===== config.mk =====
export PLATFORM = sky130hd
export DESIGN_NAME = router_output_channel
export DESIGN_NICKNAME = d
export VERILOG_FILES = /design/src/rtl/router_output_channel.sv
export SDC_FILE = /design/constraint.sdc
export NUM_CORES = 1
export LEC_CHECK = 0
export CAP_MARGIN = 20
export CORE_UTILIZATION = 30
export CTS_BUF_LIST = sky130_fd_sc_hd__clkbuf_2
export CTS_CLUSTER_SIZE = 16
export DETAILED_ROUTE_END_ITERATION = 6
export PLACE_DENSITY = 0.46
export SYNTH_ARGS = -nofsm -noshare
export SYNTH_HDL_FRONTEND = slang
export SYNTH_SLANG_ARGS = --single-unit

===== constraint.sdc =====
create_clock -name clk -period 8.98 [get_ports clk]
set_input_delay 2.694 -clock clk [delete_from_list [all_inputs] [get_ports clk]]
set_output_delay 2.694 -clock clk [all_outputs]
set_load 0.02 [all_outputs]

===== src/rtl/router_output_channel.sv =====
// router_output_channel: two-VC transmit buffer for the router-to-router link.
// Even/odd phase: the crossbar writes one VC while the link drains the other.
`default_nettype none

module router_output_channel #(
    parameter int DATA_WIDTH = 64,
    parameter int VC_DEPTH   = 2
) (
    input  logic                       clk,
    input  logic                       reset,
    input  logic                       polarity,
    input  logic                       wr_en,
    input  logic [DATA_WIDTH-1:0]      data_in,
    output logic                       wr_ready,
    input  logic                       ready_in,
    input  logic                       blocked,
    output logic                       send,
    output logic [DATA_WIDTH-1:0]      data_out,
    output logic [$clog2(VC_DEPTH):0]  vc1_count,
    output logic [$clog2(VC_DEPTH):0]  vc2_count,
    output logic                       drop_err
);

    localparam int PTR_W = $clog2(VC_DEPTH);
    localparam int CNT_W = PTR_W + 1;
    localparam logic [CNT_W-1:0] FULL_COUNT = CNT_W'(VC_DEPTH);

    logic [DATA_WIDTH-1:0] vc1_mem [VC_DEPTH];
    logic [DATA_WIDTH-1:0] vc2_mem [VC_DEPTH];
    logic [PTR_W-1:0]      vc1_wr_ptr, vc1_rd_ptr;
    logic [PTR_W-1:0]      vc2_wr_ptr, vc2_rd_ptr;

    logic                  wr_vc_full;
    logic [CNT_W-1:0]      tx_count;
    logic [DATA_WIDTH-1:0] tx_head;
    logic                  xmit;
    logic                  do_write;
    logic                  vc1_push, vc1_pop, vc2_push, vc2_pop;

    // polarity=0: write VC1 / transmit VC2; polarity=1: the reverse
    always_comb begin
        wr_vc_full = polarity ? (vc2_count == FULL_COUNT) : (vc1_count == FULL_COUNT);
        tx_count   = polarity ? vc1_count : vc2_count;
        tx_head    = polarity ? vc1_mem[vc1_rd_ptr] : vc2_mem[vc2_rd_ptr];
        wr_ready   = !wr_vc_full;
        do_write   = wr_en && wr_ready;
        xmit       = ready_in && !blocked && (tx_count != '0);
        vc1_push   = do_write && !polarity;
        vc2_push   = do_write && polarity;
        vc1_pop    = xmit && polarity;
        vc2_pop    = xmit && !polarity;
    end

    // Storage is not reset; pointers and counts alone define validity.
    always_ff @(posedge clk) begin
        if (vc1_push) vc1_mem[vc1_wr_ptr] <= data_in;
        if (vc2_push) vc2_mem[vc2_wr_ptr] <= data_in;
    end

    always_ff @(posedge clk) begin
        if (reset) begin
            vc1_wr_ptr <= '0;
            vc1_rd_ptr <= '0;
            vc2_wr_ptr <= '0;
            vc2_rd_ptr <= '0;
            vc1_count  <= '0;
            vc2_count  <= '0;
            send       <= 1'b0;
            data_out   <= '0;
            drop_err   <= 1'b0;
        end else begin
            // Push and pop never hit the same VC in one cycle, so each count moves by at most one.
            if (vc1_push) begin
                vc1_wr_ptr <= vc1_wr_ptr + 1'b1;
                vc1_count  <= vc1_count + 1'b1;
            end
            if (vc1_pop) begin
                vc1_rd_ptr <= vc1_rd_ptr + 1'b1;
                vc1_count  <= vc1_count - 1'b1;
            end
            if (vc2_push) begin
                vc2_wr_ptr <= vc2_wr_ptr + 1'b1;
                vc2_count  <= vc2_count + 1'b1;
            end
            if (vc2_pop) begin
                vc2_rd_ptr <= vc2_rd_ptr + 1'b1;
                vc2_count  <= vc2_count - 1'b1;
            end
            send     <= xmit;
            data_out <= xmit ? tx_head : '0;
            drop_err <= wr_en && !wr_ready;
        end
    end

endmodule

`default_nettype wire


==> results.sh, run 1 <==
export IMPL_synth_area_top_cells="sky130_fd_sc_hd__edfxtp_1 64%, sky130_fd_sc_hd__dfxtp_1 13%, sky130_fd_sc_hd__mux2i_1 5.4%, sky130_fd_sc_hd__a211oi_2 5.1%, sky130_fd_sc_hd__a211oi_1 5.0%"
export IMPL_run_status="complete, no violations"
export IMPL_grt_first_pass_wirelength_um=39200
export IMPL_maxUsedRoutingLayer="met5"
export IMPL_clock_tree_htree_level_count=3
export IMPL_area_sequential_mm2=0.00922
export IMPL_first_global_vias=6839
export IMPL_number_of_synthesized_register_bits=332
export IMPL_crit_path_start_kind="primary input"
export IMPL_cts_root_buffer="sky130_fd_sc_hd__clkbuf_2"
export IMPL_worst_ep_arrival_time_ns=4.14
export IMPL_gp_routability_congestion=0.655
export IMPL_antenna_found_initial=3
export IMPL_core_region_area_mm2=0.0390
export IMPL_globalRoute_totalOverflow=0
export IMPL_post_dp_hpwl_um=13300
export IMPL_timing_worst_slew_pin_value_ns=0.877
export IMPL_final_setup_skew_ns=0.0803
export IMPL_report_final_setup_viol=0
export IMPL_crit_path_max_fanout=76
export IMPL_crit_required_ns=6.29
export IMPL_dr_pass1_iters=4
export IMPL_grt_setup_unrepaired="false"
export IMPL_path_clk_slew_ns=0.09
export IMPL_totalPowerFinal_w=0.00298
export IMPL_synth_most_common_cell="sky130_fd_sc_hd__edfxtp_1"
export IMPL_yosys_warnings=0
export IMPL_cts_inserted_buffers=89
export IMPL_die_height_um=202
export IMPL_die_x_um=202
export IMPL_drc_marker_count_from_the_first_detailed_route_iteration=221
export IMPL_postSynthAreaPerCell_um2=17.7
export IMPL_end_kind="output port"
export IMPL_routed_met2_length_um=12200
export IMPL_hold_class="register to register"
export IMPL_io_buffer_count=140
export IMPL_route_detailed_vias_per_inst=4.43
export IMPL_report_final_slew_viol_count=0
export IMPL_layout_drive_gt1_share=0.239
export IMPL_tritoncts="built"
export IMPL_finalSetupTns_ns=0
export IMPL_multi_input_comb_area_mm2=0.00254
export IMPL_cts_hold_buffers=0
export IMPL_power_density_mw_per_mm2=202
export IMPL_remaining_drc_errors=0
export IMPL_die_area_mm2=0.0407
export IMPL_postCtsResizedCells=0
export IMPL_critPathKind="primary input to output port"
export IMPL_ir_worst_vdd_mv=0.0893
export IMPL_power_static_leakage_nw=4.79
export IMPL_final_fill_count=3746
export IMPL_wl_met3_um=1770
export IMPL_fin_nets=944
export IMPL_finalCriticalPeriod_ns=6.83
export IMPL_via_count=6501
export IMPL_routedWlPerCell_um=17.3
export IMPL_route_antenna_remaining_nets=0
export IMPL_synthDistinctLibCells=29
export IMPL_synth_largest_area_cell="sky130_fd_sc_hd__edfxtp_1"
export IMPL_grt_usage=0.128
export IMPL_timing_final_hold_violations=0
export IMPL_synth_top_cells_by_count="256 x sky130_fd_sc_hd__edfxtp_1, 79 x sky130_fd_sc_hd__a211oi_1, 76 x sky130_fd_sc_hd__dfxtp_1"
export IMPL_flow_area_growth_from_synthesis_pct=23.5
export IMPL_maxCapViolations=0
export IMPL_wl_met1_um=10800
export IMPL_synth_net_count=747
export IMPL_drt_total_wl_um=25400
export IMPL_synthArstFlopShare=0
export IMPL_grt_start_max_net_pins=77
export IMPL_ys_seq_area_frac=0.770
export IMPL_slew_limit_headroom=0.415
export IMPL_worst_skew_pair_latency_ns=0.95
export IMPL_fmax_mhz=146
export IMPL_post_route_period_util=0.761
export IMPL_initial_utilization=0.307
export IMPL_io_pin_count=141
export IMPL_synthCells=677
export IMPL_clock_sink_count=332
export IMPL_synth_top_area_frac=0.642
export IMPL_number_of_enable_flip_flop_cells_after_synthesis=256
export IMPL_cts_setup_buffers=0
export IMPL_netlist_area_mm2=0.0120
export IMPL_yosys_most_used_dff="sky130_fd_sc_hd__edfxtp_1"
export IMPL_clockBufferDepth=3
export IMPL_row_count=72
-- state kept, by name, summed over array words and instances (netlist names), named ones only --
signal and flops:
vc1_mem 128, vc2_wr_ptr 1, vc1_count 2, vc1_rd_ptr 1, drop_err 1, send 1
vc2_rd_ptr 1, vc1_wr_ptr 1, vc2_count 2, data_out 64, vc2_mem 128
-- cell type report --
cell class	instances	area share
Sequential cell	332	0.624
Antenna cell	2	0.000339
Clock inverter	16	0.00805
Timing Repair Buffer	150	0.100
Clock buffer	150	0.0508
Multi-Input combinational cell	298	0.172
Inverter	3	0.000932
Tap cell	518	0.0439
-- report_power, final --
| group | leakage, nW | switching [W] | internal, W |
|---|---|---|---|
| Sequential | 2.97 | 0.0000158 | 0.00170 |
| Clock | 0.682 | 0.000604 | 0.000491 |
| Combinational | 1.14 | 0.0000989 | 0.0000684 |
| Total | 4.79 | 0.000719 | 0.00226 |
-- routing by layer --
metal	GRT usage	vias to the layer above
met2	0.206	179
met4	0.0557	2
li1	-	3119
met1	0.151	3143
met5	0	-
met3	0.0531	58
-- per-stage QoR --
step	std cells	util	area [um^2]	worst slack, ns	hold WS, ns
floorplan	677	-	12000	0.639	0.458
global placement	1301	0.356	13900	2.09	0.471
detailed placement	1301	0.356	13900	2.10	0.477
CTS	1467	0.379	14800	2.09	0.493
global route	1469	0.379	14800	2.03	0.524
finish	1469	0.379	14800	2.15	0.493
-- cell usage in the layout (no fill, tap or decap), drive strengths merged, types with 4 or more instances in the layout --
cell	synthesis	final
edfxtp	256	256
clkbuf	23	150
clkdlybuf4s50	0	139
a211oi	128	128
dfxtp	76	76
nor2b	66	66
mux2i	65	65
clkinv	0	13
buf	21	11
a21oi	6	6
or3	4	4
o21ai	4	4
-- cells by family after synthesis --
family                 Yosys count  share of synthesized area
buffers and inverters           47                     0.0196
AOI/OAI and AO/OA              143                      0.108
DFF                            332                      0.770
and+or+nand+nor                 88                     0.0465
muxes                           67                     0.0563
-- worst max-delay path, cell delays in order --
cell                              delay [ns]
sky130_fd_sc_hd__buf_6                  0.51
sky130_fd_sc_hd__mux2i_1                0.30
sky130_fd_sc_hd__clkdlybuf4s50_1        0.63
-- final timing paths --
check               start        endpoint  slack [ns]  cells after the start
max reg2reg  vc2_count[0]  vc2_mem[0][22]        6.49                      4
min            vc1_wr_ptr      vc1_wr_ptr        0.49                      2
min reg2reg    vc1_wr_ptr      vc1_wr_ptr        0.49                      2
max              polarity        wr_ready        2.15                      3
No activity file was read; power rests on OpenSTA's default activity.
==> run 2: changes to the inputs <==
- PLACE_DENSITY: 0.46 -> 0.48
- clock period: 8.98 -> 5.5 ns (I/O delays scaled with it)
==> results.sh, run 2 (synthesized netlist as in run 1, its figures left out) <==
export IMPL_run_status="complete, no violations"
export IMPL_grt_start_max_net_pins=85
export IMPL_post_dp_hpwl_um=13600
export IMPL_grt_usage=0.130
export IMPL_rr_endpoint="vc2_mem[0][18]"
export IMPL_crit_required_ns=3.85
export IMPL_initial_utilization=0.307
export IMPL_ff2ff_path_depth=4
export IMPL_die_height_um=202
export IMPL_remaining_drc_errors=0
export IMPL_cts_root_buffer="sky130_fd_sc_hd__clkbuf_2"
export IMPL_final_common_cell="sky130_fd_sc_hd__edfxtp_1"
export IMPL_min_from="vc2_wr_ptr"
export IMPL_core_region_area_mm2=0.0390
export IMPL_reg2reg_setup_slack_ns=2.96
export IMPL_final_fill_count=3714
export IMPL_worstHoldEndpoint="vc2_wr_ptr"
export IMPL_grt_setup_unrepaired="false"
export IMPL_top_regs="vc1_mem x128, vc2_mem x128, data_out x64"
export IMPL_route_antenna_remaining_nets=0
export IMPL_flow_area_growth_from_synthesis_pct=23.1
export IMPL_finalCriticalPeriod_ns=4.63
export IMPL_report_final_slew_viol_count=0
export IMPL_fmax_mhz=216
export IMPL_timing_rr_start="vc2_count[1]"
export IMPL_drt_total_wl_um=26000
export IMPL_critical_path_max_stage_delay_ns=0.64
export IMPL_timing_final_hold_violations=0
export IMPL_grt_first_pass_wirelength_um=39400
export IMPL_report_final_setup_viol=0
export IMPL_via_count=6560
export IMPL_io_buffer_count=140
export IMPL_power_density_mw_per_mm2=321
export IMPL_preCtsSetupSlack_ns=0.790
export IMPL_io_pin_count=141
export IMPL_layout_drive_gt1_share=0.220
export IMPL_cts_inserted_buffers=89
export IMPL_dr_pass1_iters=4
export IMPL_path_clk_slew_ns=0.08
export IMPL_gp_routability_congestion=0.684
export IMPL_hold_class="register to register"
export IMPL_power_static_leakage_nw=4.73
export IMPL_timing_worst_slew_pin_value_ns=1.10
export IMPL_maxCapViolations=0
export IMPL_clockBufferDepth=3
export IMPL_finalSetupTns_ns=0
export IMPL_fin_nets=944
export IMPL_final_cell_mix="256 x sky130_fd_sc_hd__edfxtp_1, 139 x sky130_fd_sc_hd__clkdlybuf4s50_1, 136 x sky130_fd_sc_hd__clkbuf_2, 79 x sky130_fd_sc_hd__a211oi_1, 74 x sky130_fd_sc_hd__dfxtp_1"
export IMPL_end_kind="output port"
export IMPL_die_x_um=202
export IMPL_worst_skew_pair_latency_ns=0.90
export IMPL_post_route_period_util=0.841
export IMPL_globalRoute_totalOverflow=0
export IMPL_fin_util=0.378
export IMPL_crit_path_start_kind="primary input"
export IMPL_worst_ep_arrival_time_ns=2.98
export IMPL_postCtsResizedCells=0
export IMPL_routedWlPerCell_um=17.7
export IMPL_cts_hold_buffers=0
export IMPL_clock_sink_count=332
export IMPL_slew_limit_headroom=0.268
export IMPL_crit_path_max_fanout=58
export IMPL_ir_worst_vdd_mv=0.111
export IMPL_cts_setup_buffers=0
export IMPL_final_setup_skew_ns=0.0365
export IMPL_max_stage_delay_cell_worst_path="sky130_fd_sc_hd__clkdlybuf4s50_1"
export IMPL_drc_marker_count_from_the_first_detailed_route_iteration=195
export IMPL_critPathKind="primary input to output port"
export IMPL_row_count=72
export IMPL_tritoncts="built"
export IMPL_route_detailed_vias_per_inst=4.48
export IMPL_hold_path_depth=2
export IMPL_antenna_found_initial=4
export IMPL_worstPathCellList="buf_6 > mux2i_1 > clkdlybuf4s50_1"
export IMPL_finalWorstSetupSlack_ns=0.873
export IMPL_die_area_mm2=0.0407
export IMPL_first_global_vias=6823
export IMPL_clock_tree_htree_level_count=3
run 2: changes by cell type in the layout (fill, tap and decap cells not counted), moves of 2 or more:
cell	delta
sky130_fd_sc_hd__clkinv_1	+15
sky130_fd_sc_hd__clkbuf_2	-14
sky130_fd_sc_hd__buf_12	+3
sky130_fd_sc_hd__buf_4	-3
sky130_fd_sc_hd__bufinv_16	-2
sky130_fd_sc_hd__nor3b_2	-2
sky130_fd_sc_hd__nor3b_4	+2
run 2: per-stage QoR:
stage / cell area [um^2] / instances / hold slack, ns / total power, W
5_1_grt: 14700 / 1465 / 0.550 / 0.00496
2_1_floorplan: 12000 / 677 / 0.457 / 0.00301
3_3_place_gp: 13900 / 1301 / 0.473 / 0.00315
6_report: 14700 / 1465 / 0.513 / 0.00472
4_1_cts: 14700 / 1463 / 0.505 / 0.00482
3_5_place_dp: 13900 / 1301 / 0.492 / 0.00315
run 2: layer usage:
layer	part of all wire	vias to the layer above	GRT usage
met1	0.43	3198	0.155
li1	-	3108	-
met5	0.0010	-	0
met3	0.050	69	0.0387
met4	0.025	4	0.0601
met2	0.49	181	0.215
run 2: worst max path at each step:
stage,start,to,slack (ns),depth (start not counted)
after floorplan,polarity,vc1_mem[1][0],0.49,3
after global placement,polarity,data_out[29],0.82,5
after detailed placement,polarity,data_out[37],0.79,5
after CTS,polarity,wr_ready,0.82,3
after global routing,polarity,wr_ready,0.79,3
final,polarity,wr_ready,0.87,3
run 2: power breakdown:
| group | total, W | switching, W | internal, W | leakage, nW |
|---|---|---|---|---|
| Clock | 0.00164 | 0.000985 | 0.000652 | 0.611 |
| Combinational | 0.000278 | 0.000162 | 0.000116 | 1.15 |
| Sequential | 0.00281 | 0.0000289 | 0.00278 | 2.97 |
| Total | 0.00472 | 0.00118 | 0.00355 | 4.73 |
run 2: worst max-delay path, delay by kind of cell:
family   cells  cell delay [ns]
mux          1             0.29
buf+inv      2             1.03
run 2: cell type report:
type	instances	area, um^2	share of cell area
sequential	332	9220	0.626
antenna	2	5.00	0.000340
tap	518	648	0.0440
clock inverter	26	98.8	0.00671
multi-input combinational	298	2550	0.173
inverter	3	13.8	0.000934
timing repair buffer	150	1520	0.103
clock buffer	136	681	0.0462
==> run 3: changes to the inputs <==
- PLACE_DENSITY: 0.48 -> 0.46
- clock period: 5.5 -> 4.45 ns (I/O delays scaled with it)
==> results.sh, run 3 (synthesized netlist as in run 1, its figures left out) <==
export IMPL_run_status="complete, no violations"
export IMPL_postCtsResizedCells=0
export IMPL_grt_usage=0.130
export IMPL_via_count=6517
export IMPL_ir_worst_vdd_mv=0.153
export IMPL_dr_pass1_iters=4
export IMPL_die_x_um=202
export IMPL_routedWlPerCell_um=17.6
export IMPL_cts_inserted_buffers=89
export IMPL_clkPwrFrac=0.366
export IMPL_dpl_instance_area_mm2=0.0140
export IMPL_rr_endpoint="vc1_mem[0][28]"
export IMPL_row_count=72
export IMPL_drc_marker_count_from_the_first_detailed_route_iteration=186
export IMPL_slew_limit_headroom=0.422
export IMPL_maxUsedRoutingLayer="met5"
export IMPL_crit_path_max_fanout=6
export IMPL_final_common_cell="sky130_fd_sc_hd__edfxtp_1"
export IMPL_power_switching_fraction=0.241
export IMPL_crit_required_ns=3.12
export IMPL_share_seq_of_total_power=0.576
export IMPL_io_pin_count=141
export IMPL_intPower_w=0.00457
export IMPL_final_cell_mix="256 x sky130_fd_sc_hd__edfxtp_1, 139 x sky130_fd_sc_hd__clkdlybuf4s50_1, 138 x sky130_fd_sc_hd__clkbuf_2, 79 x sky130_fd_sc_hd__a211oi_1, 74 x sky130_fd_sc_hd__dfxtp_1"
export IMPL_hold_class="register to register"
export IMPL_gp_routability_congestion=0.675
export IMPL_report_final_setup_viol=0
export IMPL_drt_total_wl_um=25900
export IMPL_maxCapViolations=0
export IMPL_crit_path_start_kind="register"
export IMPL_die_height_um=202
export IMPL_tritoncts="built"
export IMPL_cts_root_buffer="sky130_fd_sc_hd__clkbuf_2"
export IMPL_power_static_leakage_nw=4.82
export IMPL_cts_setup_buffers=0
export IMPL_final_fill_count=3680
export IMPL_wl_met1_um=11800
export IMPL_clockBufferDepth=3
export IMPL_grt_start_max_net_pins=75
export IMPL_finalSetupTns_ns=0
export IMPL_antenna_found_initial=3
export IMPL_clock_tree_htree_level_count=3
export IMPL_critPathKind="register to output port"
export IMPL_remaining_drc_errors=0
export IMPL_fmax_mhz=258
export IMPL_worstHoldEndpoint="vc1_wr_ptr"
export IMPL_clock_sink_count=332
export IMPL_route_detailed_vias_per_inst=4.43
export IMPL_cts_hold_buffers=0
export IMPL_timing_worst_slew_pin_value_ns=0.866
export IMPL_post_route_period_util=0.872
export IMPL_die_area_mm2=0.0407
export IMPL_path_clk_slew_ns=0.09
export IMPL_multi_input_comb_area_mm2=0.00255
export IMPL_worst_ep_arrival_time_ns=2.54
export IMPL_fin_nets=952
export IMPL_final_setup_skew_ns=0.0364
export IMPL_area_sequential_mm2=0.00922
export IMPL_report_final_slew_viol_count=0
export IMPL_flow_area_growth_from_synthesis_pct=24.5
export IMPL_hold_path_depth=2
export IMPL_grt_setup_unrepaired="false"
export IMPL_top_regs="vc1_mem x128, vc2_mem x128, data_out x64"
export IMPL_post_dp_hpwl_um=14300
export IMPL_core_region_area_mm2=0.0390
export IMPL_power_switching_w=0.00145
export IMPL_finalCriticalPeriod_ns=3.88
export IMPL_combPwrFrac=0.058
export IMPL_globalRoute_totalOverflow=0
export IMPL_end_kind="output port"
export IMPL_initial_utilization=0.307
export IMPL_finalInstanceArea_mm2=0.0149
export IMPL_first_global_vias=6649
export IMPL_timing_final_hold_violations=0
export IMPL_timing_rr_start="vc1_count[1]"
export IMPL_worst_skew_pair_latency_ns=0.90
export IMPL_grt_first_pass_wirelength_um=39400
export IMPL_ff2ff_path_depth=4
export IMPL_routed_met2_length_um=11800
export IMPL_power_density_mw_per_mm2=404
export IMPL_io_buffer_count=140
export IMPL_wl_met3_um=1730
export IMPL_min_from="vc1_wr_ptr"
export IMPL_reg2reg_setup_slack_ns=2.30
export IMPL_layout_drive_gt1_share=0.233
export IMPL_route_antenna_remaining_nets=0
-- run 3: changes by cell type in the layout (fill, tap and decap cells not counted), sizes merged --
| cell | previous run | this run |
|---|---|---|
| buf | 11 | 19 |
| clkinv | 27 | 21 |
| bufinv | 0 | 3 |
| clkbuf | 136 | 138 |
| clkinvlp | 0 | 1 |
| diode | 2 | 1 |
| inv | 2 | 1 |
-- run 3: cell type report --
cell class | count | share of cell area
antenna | 1 | 0.000168
clock buffer | 138 | 0.0464
clock inverter | 23 | 0.0115
inverter | 3 | 0.000924
multi-input combinational | 298 | 0.171
sequential | 332 | 0.619
tap | 518 | 0.0435
timing repair buffer | 158 | 0.107
-- run 3: per-stage QoR --
step | total power, W | utilization | setup WS, ns | instances | hold slack [ns]
global placement | 0.00390 | 0.360 | 0.686 | 1309 | 0.476
floorplan | 0.00372 | - | 0.622 | 677 | 0.463
finish | 0.00602 | 0.382 | 0.570 | 1471 | 0.508
global route | 0.00635 | 0.382 | 0.279 | 1471 | 0.519
CTS | 0.00617 | 0.382 | 0.342 | 1470 | 0.511
detailed placement | 0.00390 | 0.360 | 0.680 | 1309 | 0.491
-- run 3: worst max-delay path by stage --
stage / startpoint / end / slack (ns)
finish: vc2_count[1] / wr_ready / 0.57
global route: vc2_count[1] / wr_ready / 0.28
CTS: vc2_count[1] / wr_ready / 0.34
detailed placement: polarity / wr_ready / 0.68
global placement: polarity / wr_ready / 0.69
floorplan: polarity / vc1_mem[1][0] / 0.62
-- run 3: per-layer routing --
metal	vias to the layer above	track usage
met2	165	0.201
met3	53	0.0502
met1	3163	0.161
met5	-	0
li1	3132	-
met4	4	0.0538
-- run 3: power by group through the flow --
stage | logic, W | clock network, W | registers, W
after CTS | 0.000356 | 0.00234 | 0.00347
after global routing | 0.000381 | 0.00248 | 0.00348
after global placement | 0.000353 | 0 | 0.00354
after floorplan | 0.000169 | 0 | 0.00355
after detailed placement | 0.000355 | 0 | 0.00354
final | 0.000347 | 0.00220 | 0.00347
-- run 3: critical path, stage by stage, from the launching register on --
cell and delay, ns:
sky130_fd_sc_hd__dfxtp_1 0.43, sky130_fd_sc_hd__nor2b_1 0.46, sky130_fd_sc_hd__mux2i_1 0.18, sky130_fd_sc_hd__clkdlybuf4s50_1 0.57
